### src/rtl/gesture_frame_rx.sv
`timescale 1ns/1ps
// -----------------------------------------------------------------------------
// gesture_frame_rx
//   UART receiver and frame validator for gesture codes sent by the EMG
//   classifier MCU. Frames are 0xA5, CODE, CSUM (CSUM = 0xA5 ^ CODE), carried
//   on an 8N1 LSB-first serial line. A code is applied only after CONFIRM_CNT
//   consecutive identical valid frames. If no valid frame arrives for
//   TIMEOUT_MS, the gesture is forced to the neutral code 0x00.
//
// Ports
//   clk           in   1  system clock
//   rst_n         in   1  synchronous active-low reset
//   uart_rx       in   1  asynchronous serial input, idles high
//   gesture       out  8  confirmed gesture code (to gesture_decoder)
//   gesture_valid out  1  1-cycle pulse when gesture changes value
//   frame_err     out  1  1-cycle pulse on stop-bit error or checksum mismatch
//   link_timeout  out  1  level, high while the link is silent past TIMEOUT_MS
// -----------------------------------------------------------------------------
module gesture_frame_rx #(
  parameter int CLK_HZ      = 50_000_000,
  parameter int BAUD        = 115_200,
  parameter int CONFIRM_CNT = 2,
  parameter int TIMEOUT_MS  = 500
) (
  input  logic       clk,
  input  logic       rst_n,
  input  logic       uart_rx,
  output logic [7:0] gesture,
  output logic       gesture_valid,
  output logic       frame_err,
  output logic       link_timeout
);

  localparam int BIT_CYC     = CLK_HZ / BAUD;
  localparam int HALF        = BIT_CYC / 2;
  localparam int TIMEOUT_CYC = CLK_HZ / 1000 * TIMEOUT_MS;
  localparam int BC_W        = $clog2(BIT_CYC + 1);
  localparam int TO_W        = $clog2(TIMEOUT_CYC + 1);

  localparam logic [7:0]      SYNC_BYTE = 8'hA5;
  localparam logic [3:0]      CONFIRM   = 4'(CONFIRM_CNT);
  localparam logic [BC_W-1:0] BIT_LAST  = BC_W'(BIT_CYC - 1);
  localparam logic [BC_W-1:0] HALF_LAST = BC_W'(HALF - 1);
  localparam logic [TO_W-1:0] TO_MAX    = TO_W'(TIMEOUT_CYC);
  localparam logic [TO_W-1:0] TO_LAST   = TO_W'(TIMEOUT_CYC - 1);

  // Expected checksum byte for a given code.
  function automatic logic [7:0] frame_csum(input logic [7:0] code);
    return SYNC_BYTE ^ code;
  endfunction

  // ---------------------------------------------------------------------------
  // Input synchronizer plus one delayed copy for falling-edge detection
  // ---------------------------------------------------------------------------
  logic rx_meta_q, rx_sync_q, rx_prev_q;

  // Two-flop synchronizer; rx_prev_q holds the previous synchronized sample.
  always_ff @(posedge clk) begin
    if (!rst_n) begin
      rx_meta_q <= 1'b1;
      rx_sync_q <= 1'b1;
      rx_prev_q <= 1'b1;
    end else begin
      rx_meta_q <= uart_rx;
      rx_sync_q <= rx_meta_q;
      rx_prev_q <= rx_sync_q;
    end
  end

  // ---------------------------------------------------------------------------
  // UART byte receiver
  // ---------------------------------------------------------------------------
  typedef enum logic [1:0] {U_IDLE, U_START, U_DATA, U_STOP} uart_state_e;

  uart_state_e     uart_q;
  logic [BC_W-1:0] baud_cnt_q;
  logic [2:0]      bit_cnt_q;
  logic [7:0]      shift_q;
  logic [7:0]      byte_q;
  logic            byte_stb_q;
  logic            stop_err_q;

  // Receiver FSM: start-bit qualification at mid-bit, then 8 data bits and
  // the stop bit sampled one bit period apart. STOP returns to IDLE right at
  // the sample point, so a low stop bit never triggers a false start edge.
  always_ff @(posedge clk) begin
    if (!rst_n) begin
      uart_q     <= U_IDLE;
      baud_cnt_q <= '0;
      bit_cnt_q  <= 3'd0;
      shift_q    <= 8'h00;
      byte_q     <= 8'h00;
      byte_stb_q <= 1'b0;
      stop_err_q <= 1'b0;
    end else begin
      byte_stb_q <= 1'b0;
      stop_err_q <= 1'b0;
      case (uart_q)
        U_IDLE: begin
          baud_cnt_q <= '0;
          if (rx_prev_q && !rx_sync_q) begin
            uart_q <= U_START;
          end else begin
            uart_q <= U_IDLE;
          end
        end
        U_START: begin
          if (baud_cnt_q == HALF_LAST) begin
            baud_cnt_q <= '0;
            bit_cnt_q  <= 3'd0;
            // A line back high at mid start bit is a glitch: drop it silently.
            uart_q     <= rx_sync_q ? U_IDLE : U_DATA;
          end else begin
            baud_cnt_q <= baud_cnt_q + BC_W'(1);
          end
        end
        U_DATA: begin
          if (baud_cnt_q == BIT_LAST) begin
            baud_cnt_q <= '0;
            shift_q    <= {rx_sync_q, shift_q[7:1]};
            if (bit_cnt_q == 3'd7) begin
              uart_q <= U_STOP;
            end else begin
              bit_cnt_q <= bit_cnt_q + 3'd1;
            end
          end else begin
            baud_cnt_q <= baud_cnt_q + BC_W'(1);
          end
        end
        U_STOP: begin
          if (baud_cnt_q == BIT_LAST) begin
            baud_cnt_q <= '0;
            uart_q     <= U_IDLE;
            if (rx_sync_q) begin
              byte_q     <= shift_q;
              byte_stb_q <= 1'b1;
            end else begin
              stop_err_q <= 1'b1;
            end
          end else begin
            baud_cnt_q <= baud_cnt_q + BC_W'(1);
          end
        end
        default: begin
          uart_q     <= U_IDLE;
          baud_cnt_q <= '0;
        end
      endcase
    end
  end

  // ---------------------------------------------------------------------------
  // Frame parser, confirmation filter and link timeout
  // ---------------------------------------------------------------------------
  typedef enum logic [1:0] {F_HUNT, F_CODE, F_CSUM} frame_state_e;

  frame_state_e    frm_q, frm_d;
  logic [7:0]      code_q, code_d;
  logic [7:0]      cand_q, cand_d;
  logic [3:0]      match_q, match_d;
  logic [TO_W-1:0] to_cnt_q, to_cnt_d;
  logic [7:0]      gesture_q, gesture_d;
  logic            gv_q, gv_d;
  logic            fe_q, fe_d;
  logic            lt_q, lt_d;
  logic            valid_s;
  logic            csum_bad_s;

  // Next-state logic for the frame FSM, candidate/match tracking and timeout.
  always_comb begin
    frm_d      = frm_q;
    code_d     = code_q;
    cand_d     = cand_q;
    match_d    = match_q;
    to_cnt_d   = to_cnt_q;
    gesture_d  = gesture_q;
    gv_d       = 1'b0;
    fe_d       = 1'b0;
    lt_d       = lt_q;
    valid_s    = 1'b0;
    csum_bad_s = 1'b0;

    if (stop_err_q) begin
      fe_d  = 1'b1;
      frm_d = F_HUNT;
    end else if (byte_stb_q) begin
      case (frm_q)
        F_HUNT: begin
          if (byte_q == SYNC_BYTE) begin
            frm_d = F_CODE;
          end else begin
            frm_d = F_HUNT;
          end
        end
        F_CODE: begin
          code_d = byte_q;
          frm_d  = F_CSUM;
        end
        F_CSUM: begin
          frm_d = F_HUNT;
          if (byte_q == frame_csum(code_q)) begin
            valid_s = 1'b1;
          end else begin
            csum_bad_s = 1'b1;
          end
        end
        default: begin
          frm_d = F_HUNT;
        end
      endcase
    end else begin
      frm_d = frm_q;
    end

    if (valid_s) begin
      // A valid frame always restarts the silence timer, even at expiry.
      to_cnt_d = '0;
      lt_d     = 1'b0;
      if (code_q == cand_q) begin
        match_d = (match_q >= CONFIRM) ? CONFIRM : match_q + 4'd1;
      end else begin
        cand_d  = code_q;
        match_d = 4'd1;
      end
      if ((match_d == CONFIRM) && (code_q != gesture_q)) begin
        gesture_d = code_q;
        gv_d      = 1'b1;
      end else begin
        gesture_d = gesture_q;
      end
    end else begin
      if (csum_bad_s) begin
        fe_d    = 1'b1;
        match_d = 4'd0;
      end else begin
        match_d = match_q;
      end
      if (to_cnt_q == TO_LAST) begin
        // Expiry slips by one cycle when an error pulse is going out, so
        // frame_err and gesture_valid never coincide.
        if (fe_d) begin
          to_cnt_d = to_cnt_q;
        end else begin
          to_cnt_d = TO_MAX;
          lt_d     = 1'b1;
          cand_d   = 8'h00;
          match_d  = 4'd0;
          if (gesture_q != 8'h00) begin
            gesture_d = 8'h00;
            gv_d      = 1'b1;
          end else begin
            gesture_d = gesture_q;
          end
        end
      end else if (to_cnt_q != TO_MAX) begin
        to_cnt_d = to_cnt_q + TO_W'(1);
      end else begin
        to_cnt_d = to_cnt_q;
      end
    end
  end

  // State and output registers for the frame/confirmation logic.
  always_ff @(posedge clk) begin
    if (!rst_n) begin
      frm_q     <= F_HUNT;
      code_q    <= 8'h00;
      cand_q    <= 8'h00;
      match_q   <= 4'd0;
      to_cnt_q  <= '0;
      gesture_q <= 8'h00;
      gv_q      <= 1'b0;
      fe_q      <= 1'b0;
      lt_q      <= 1'b0;
    end else begin
      frm_q     <= frm_d;
      code_q    <= code_d;
      cand_q    <= cand_d;
      match_q   <= match_d;
      to_cnt_q  <= to_cnt_d;
      gesture_q <= gesture_d;
      gv_q      <= gv_d;
      fe_q      <= fe_d;
      lt_q      <= lt_d;
    end
  end

  assign gesture       = gesture_q;
  assign gesture_valid = gv_q;
  assign frame_err     = fe_q;
  assign link_timeout  = lt_q;

endmodule

### config.mk
export PLATFORM = sky130hd
export DESIGN_NAME = gesture_frame_rx
export DESIGN_NICKNAME = d
export VERILOG_FILES = /design/src/rtl/gesture_frame_rx.sv
export SDC_FILE = /design/constraint.sdc
export NUM_CORES = 1
export LEC_CHECK = 0
export CORE_ASPECT_RATIO = 1.75
export CORE_MARGIN = 2
export CORE_UTILIZATION = 25
export CTS_CLUSTER_DIAMETER = 200
export DETAILED_ROUTE_END_ITERATION = 7
export RECOVER_POWER = 100
export SLEW_MARGIN = 20
export SYNTH_ARGS = -nofsm -noshare
export SYNTH_HDL_FRONTEND = slang
export SYNTH_SLANG_ARGS = --single-unit
### constraint.sdc
create_clock -name clk -period 2 [get_ports clk]
set_input_delay 0.6 -clock clk [delete_from_list [all_inputs] [get_ports clk]]
set_output_delay 0.6 -clock clk [all_outputs]
set_load 0.01 [all_outputs]
# --- Word-level counts from Yosys, hierarchy flattened ---
# Index checks and enable logic that the tools add are counted.
classes:
  n_addsub: 4
  n_lt_le_gt_ge: 1
  eq_ne: 24
  mux: 54
  bitwise_logic: 4
  reduce_logical: 23
ops:
  columns: ["cell", "n"]
  rows:
  - ["25-bit 2-to-1 mux", 3]
  - ["8-bit 2-to-1 mux", 9]
  - ["4-bit 2-to-1 mux", 7]
  - ["9-bit case mux with 3 select lines", 1]
  - ["25-bit by 1-bit adder with 25-bit output (second input constant)", 1]
  - ["25-bit == test (second input constant)", 1]
  - ["25-bit != test (second input constant)", 1]
  - ["1-bit 2-to-1 mux", 21]
  - ["9-bit 2-to-1 mux", 2]
  - ["8-bit == test", 2]
  - ["2-bit != test (second input constant)", 8]
  - ["3-bit AND reduction", 4]
  - ["4-bit AND reduction", 3]
  - ["2-bit 2-to-1 mux", 5]
  - ["9-bit by 1-bit adder with 9-bit output (second input constant)", 1]
  - ["9-bit by 8-bit == test with 1-bit output (second input constant)", 1]
  - ["9-bit == test (second input constant)", 1]
  - ["3-bit 2-to-1 mux", 3]
  - ["8-bit == test (second input constant)", 1]
  - ["8-bit != test", 1]
  - ["2-bit case mux with 4 select lines", 1]
  - ["2-bit nonzero test", 4]
  - ["8-bit nonzero test", 1]
  - ["2-bit == test (second input constant)", 3]
  - ["16 further kinds", 25]
word_totals:
  regBits: 93
  input_bits: 3
  output_inout_bits: 11
  word_cells: 129

# --- Longest topological paths before layout ---
logic_depth:
  ltp_word: 11
  depth_mapped: 8
  ltp_nobuf: 8

# --- Least setup slack after synthesis ---
# Ideal clock, no wire load.
synth_timing:
  path_type: "flip-flop to flip-flop"
  from: "reg to_cnt_q[0]"
  to: "reg to_cnt_q[3]"
  setup_ps: 126
  t_arrival_ps: 1799
  t_required_ps: 1874
  setup_slack_ps: 75
  stages_incl_launch_ff: 8
  n_path_buf: 0
  synth_period_minus_slack_ps: 1925
  path_cell_list: "dfxtp_1 ha_1 nand3_1 nor3_2 nand3_1 or3_1 o211ai_1 a21oi_1"
synth_via:
  elab_chain_len: 3
  elab_cells_between_ends: 8
  classes_between: "1 x add/sub; 3 x eq/ne; 2 x mux; 2 x reduce/logical"
synth_lines:
  columns: ["element", "line", "text"]
  rows:
  - ["start: declaration", "161", "logic [TO_W-1:0] to_cnt_q, to_cnt_d;"]
  - ["start signal: assignment", "280", "to_cnt_q <= to_cnt_d;"]
  - ["25-bit by 1-bit adder with 25-bit output (tied with other cells)", "256", "to_cnt_d = to_cnt_q + TO_W'(1);"]
  - ["25-bit 2-to-1 mux (tied with other cells)", "255", "end else if (to_cnt_q != TO_MAX) begin"]
  - ["25-bit 2-to-1 mux / 2-bit AND reduction (equally long branches)", null, null]
# Parallel ways exist; a longest one is shown, timed or not. The select of a mux whose other input is x is not followed.
# A chain may end at the register's enable or synchronous reset.

# --- Worst setup path after layout ---
layout_timing:
  from: "reg gesture_q[4] (netlist: gesture[4])"
  to: "out gesture[4]"
layout_lines:
  columns: ["element", "line", "text"]
  rows:
  - ["start: declaration", "162", "logic [7:0] gesture_q, gesture_d;"]
  - ["start signal: assignment", "281", "gesture_q <= gesture_d;"]
  - ["end: declaration", "28", "output logic [7:0] gesture,"]
# No word-level cell between the ends.

==> results.cfg <==
[synth]
ys_seq_elements = 93
ys_seq_area_frac = 0.4278
ys.warnings.count = 0
syn-num-nets = 487
synthFlopType = dfxtp_1
netlist_area_um2 = 4352
async_flop_share = 0
synth-edff-count = 0
synthCells = 475
yosysUniqueCellTypes = 59
avgSynthCellArea_um2 = 9.161

[critical_path]
worstPathRequired_ns = 1.40
path_buf_inv = 1
cp_cell_sequence = clkdlybuf4s50_1
endpoint_kind = output port
cp_slowest_cell = clkdlybuf4s50_1
path_max_fanout = 4
worstSetupStartpointType = flop
cp_top_family = buffers and inverters
cp.arrival_ns = 1.33
crit_type = reg -> out
critPathMaxStageDelay_ns = 0.57

[floorplanning]
die_h_um = 178.5
die_w_um = 103.7
dieArea_um2 = 18520
core_area_um2 = 17030
start_util = 0.2556
num_rows = 63
pin_count = 14

[placed_design]
io_buffers = 13
hpwl_um = 7135
gp_congestion = 0.7868

[cells_and_area]
drive_gt1_frac = 0.1651
syn2layout_area_growth_pct = 24.24
layout.nets = 528
antennaDiodeCount = 0
fin_util = 0.3175

[pwr]
ir_drop_mv = 0.3919
p_leak_nw = 2.038
finalPower_mw = 3.913
p_per_area_nw_per_um2 = 723.8

[sta]
worstMarginPinSlew_ns = 0.6191
clock_skew_ns = 0.006854
setup_viol = 0
hold_violations = 0
period_minus_slack_ns = 1.926
drv_slew = 0
setup_tns_ns = 0
fmax_mhz = 519.3
slew_headroom = 0.5873
fin_crit_sh = 0.9628

[worst_hold_path]
min_path_type = reg -> reg

[grt]
track_usage = 0.1065
grt_max_degree = 27
first_global_vias = 3451
overflow = 0
antenna_found_initial = 0
grt_pass1_wl_um = 16000

[run]
drv_cap = 0

[routing]
antenna_left = 0
firstDrtPassIters = 5
wl_per_cell_um = 12.70
wl_um = 9499
route.detailed.drc = 0
routed-via-count = 3380
drtIter0Drc = 110
via_per_inst = 4.519

[outcome]
status = completed

[clock_network]
clock_tree.root_cell = clkbuf_16
cts_hold_buf = 0
clock_sinks = 93
cts_tree = done
cts_buffer_depth = 2
cts_buffers = 9
clk_pin_slew_ns = 0.07
clkLatencyLatePin_ns = 0.34
h-tree-depth = 3
## timing repair
action	4_1_cts	5_1_grt
resized for setup	0	19
endpoints found under the setup margin	0	36
setup buffers	0	1
## synthesized netlist by cell type, types with 8 or more instances
master | instances | area [µm²]
ha_1 | 9 | 112.6
nand3_1 | 26 | 130.1
nor3_1 | 8 | 40.04
nand2_1 | 25 | 93.84
mux2i_1 | 44 | 440.4
clkbuf_1 | 13 | 48.80
xor2_1 | 23 | 201.4
inv_1 | 9 | 33.78
dfxtp_1 | 93 | 1862
nand4_1 | 9 | 56.30
nor2_1 | 86 | 322.8
a21oi_1 | 11 | 55.05
xnor2_1 | 27 | 236.5
## sequential cells by signal, summed over array words and instances, names as in the netlist, named ones only
name           flops
gesture            8
uart_q             1
frm_q              2
byte_stb_q         1
code_q             8
rx_prev_q          1
match_q            4
rx_sync_q          1
stop_err_q         1
rx_meta_q          1
cand_q             8
baud_cnt_q         9
gesture_valid      1
byte_q             8
to_cnt_q          25
bit_cnt_q          3
link_timeout       1
shift_q            8
frame_err          1
## worst register-to-register path, cell delays in order, from the launching register on
cell and delay (ns):
dfxtp_1 0.34, buf_4 0.13, nand4_1 0.17, or4_4 0.55, or2_1 0.26, nor3_2 0.15
xnor2_1 0.14, nor2_1 0.05
## cells by family (layout without fill, tap and decap cells)
family | Yosys count | count (layout) | synth area share
fa+ha+maj | 9 | 9 | 0.02588
mux | 45 | 45 | 0.1038
simple gates | 214 | 214 | 0.2585
buf+inv | 33 | 79 | 0.03306
xor+xnor | 50 | 50 | 0.1006
flops | 93 | 93 | 0.4278
compound gates | 31 | 31 | 0.05032
## where the power goes
part	total, mW	switching [mW]	internal, mW
clock	1.95	0.725	1.23
combinational	0.0907	0.0565	0.0342
sequential	1.87	0.00709	1.86
## cells in the final DEF, fill, tap and decap left out, types with 5 or more instances in the layout
cell type / n
nor4_2: 5
dfxtp_2: 6
dfxtp_1: 87
nand4_1: 9
nand2b_1: 7
mux2i_1: 44
nand2_1: 25
xnor2_1: 27
and2_1: 7
a21oi_1: 11
xor2_1: 23
clkdlybuf4s50_1: 11
clkbuf_16: 9
nor3_1: 7
buf_4: 35
and3_1: 5
ha_1: 9
nor2_1: 85
nand3_1: 25
inv_1: 8
## metrics by stage
step / hold WS (ns) / setup WS, ns / area, µm² / std cells
floorplan: 0.3863 / 0.07463 / 4352 / 475
global placement: 0.4067 / 0.1299 / 5002 / 731
detailed placement: 0.4056 / 0.05348 / 5002 / 731
CTS: 0.4222 / 0.03318 / 5349 / 747
global route: 0.4255 / -0.05029 / 5406 / 748
finish: 0.4139 / 0.07430 / 5406 / 748
## per-layer routing
metal / wire, µm / global-route usage / up-vias / part of all wire
met5: 0 / 0 / - / 0
met4: 277 / 0.05293 / 0 / 0.029
met3: 157 / 0.02119 / 17 / 0.017
met2: 5522 / 0.2174 / 33 / 0.58
met1: 3543 / 0.09886 / 1631 / 0.37
li1: - / - / 1699 / -
## final timing paths
| kind | from | end | slack, ns | cells after the start |
|---|---|---|---|---|
| max | gesture[4] | gesture[4] | 0.07 | 1 |
| max reg2reg | to_cnt_q[1] | to_cnt_q[21] | 0.10 | 7 |
| min reg2reg | rx_meta_q | rx_sync_q | 0.41 | 1 |
| min | rx_meta_q | rx_sync_q | 0.41 | 1 |
## final cells by class
class | count | area (µm²)
Fill cell | 1806 | 11620
Multi-Input combinational cell | 349 | 2407
Sequential cell | 93 | 1869
Timing Repair Buffer | 53 | 461.7
Tap cell | 227 | 284.0
Clock buffer | 9 | 225.2
Clock inverter | 7 | 121.4
Inverter | 10 | 37.54
(Power assumes the default switching activity.)
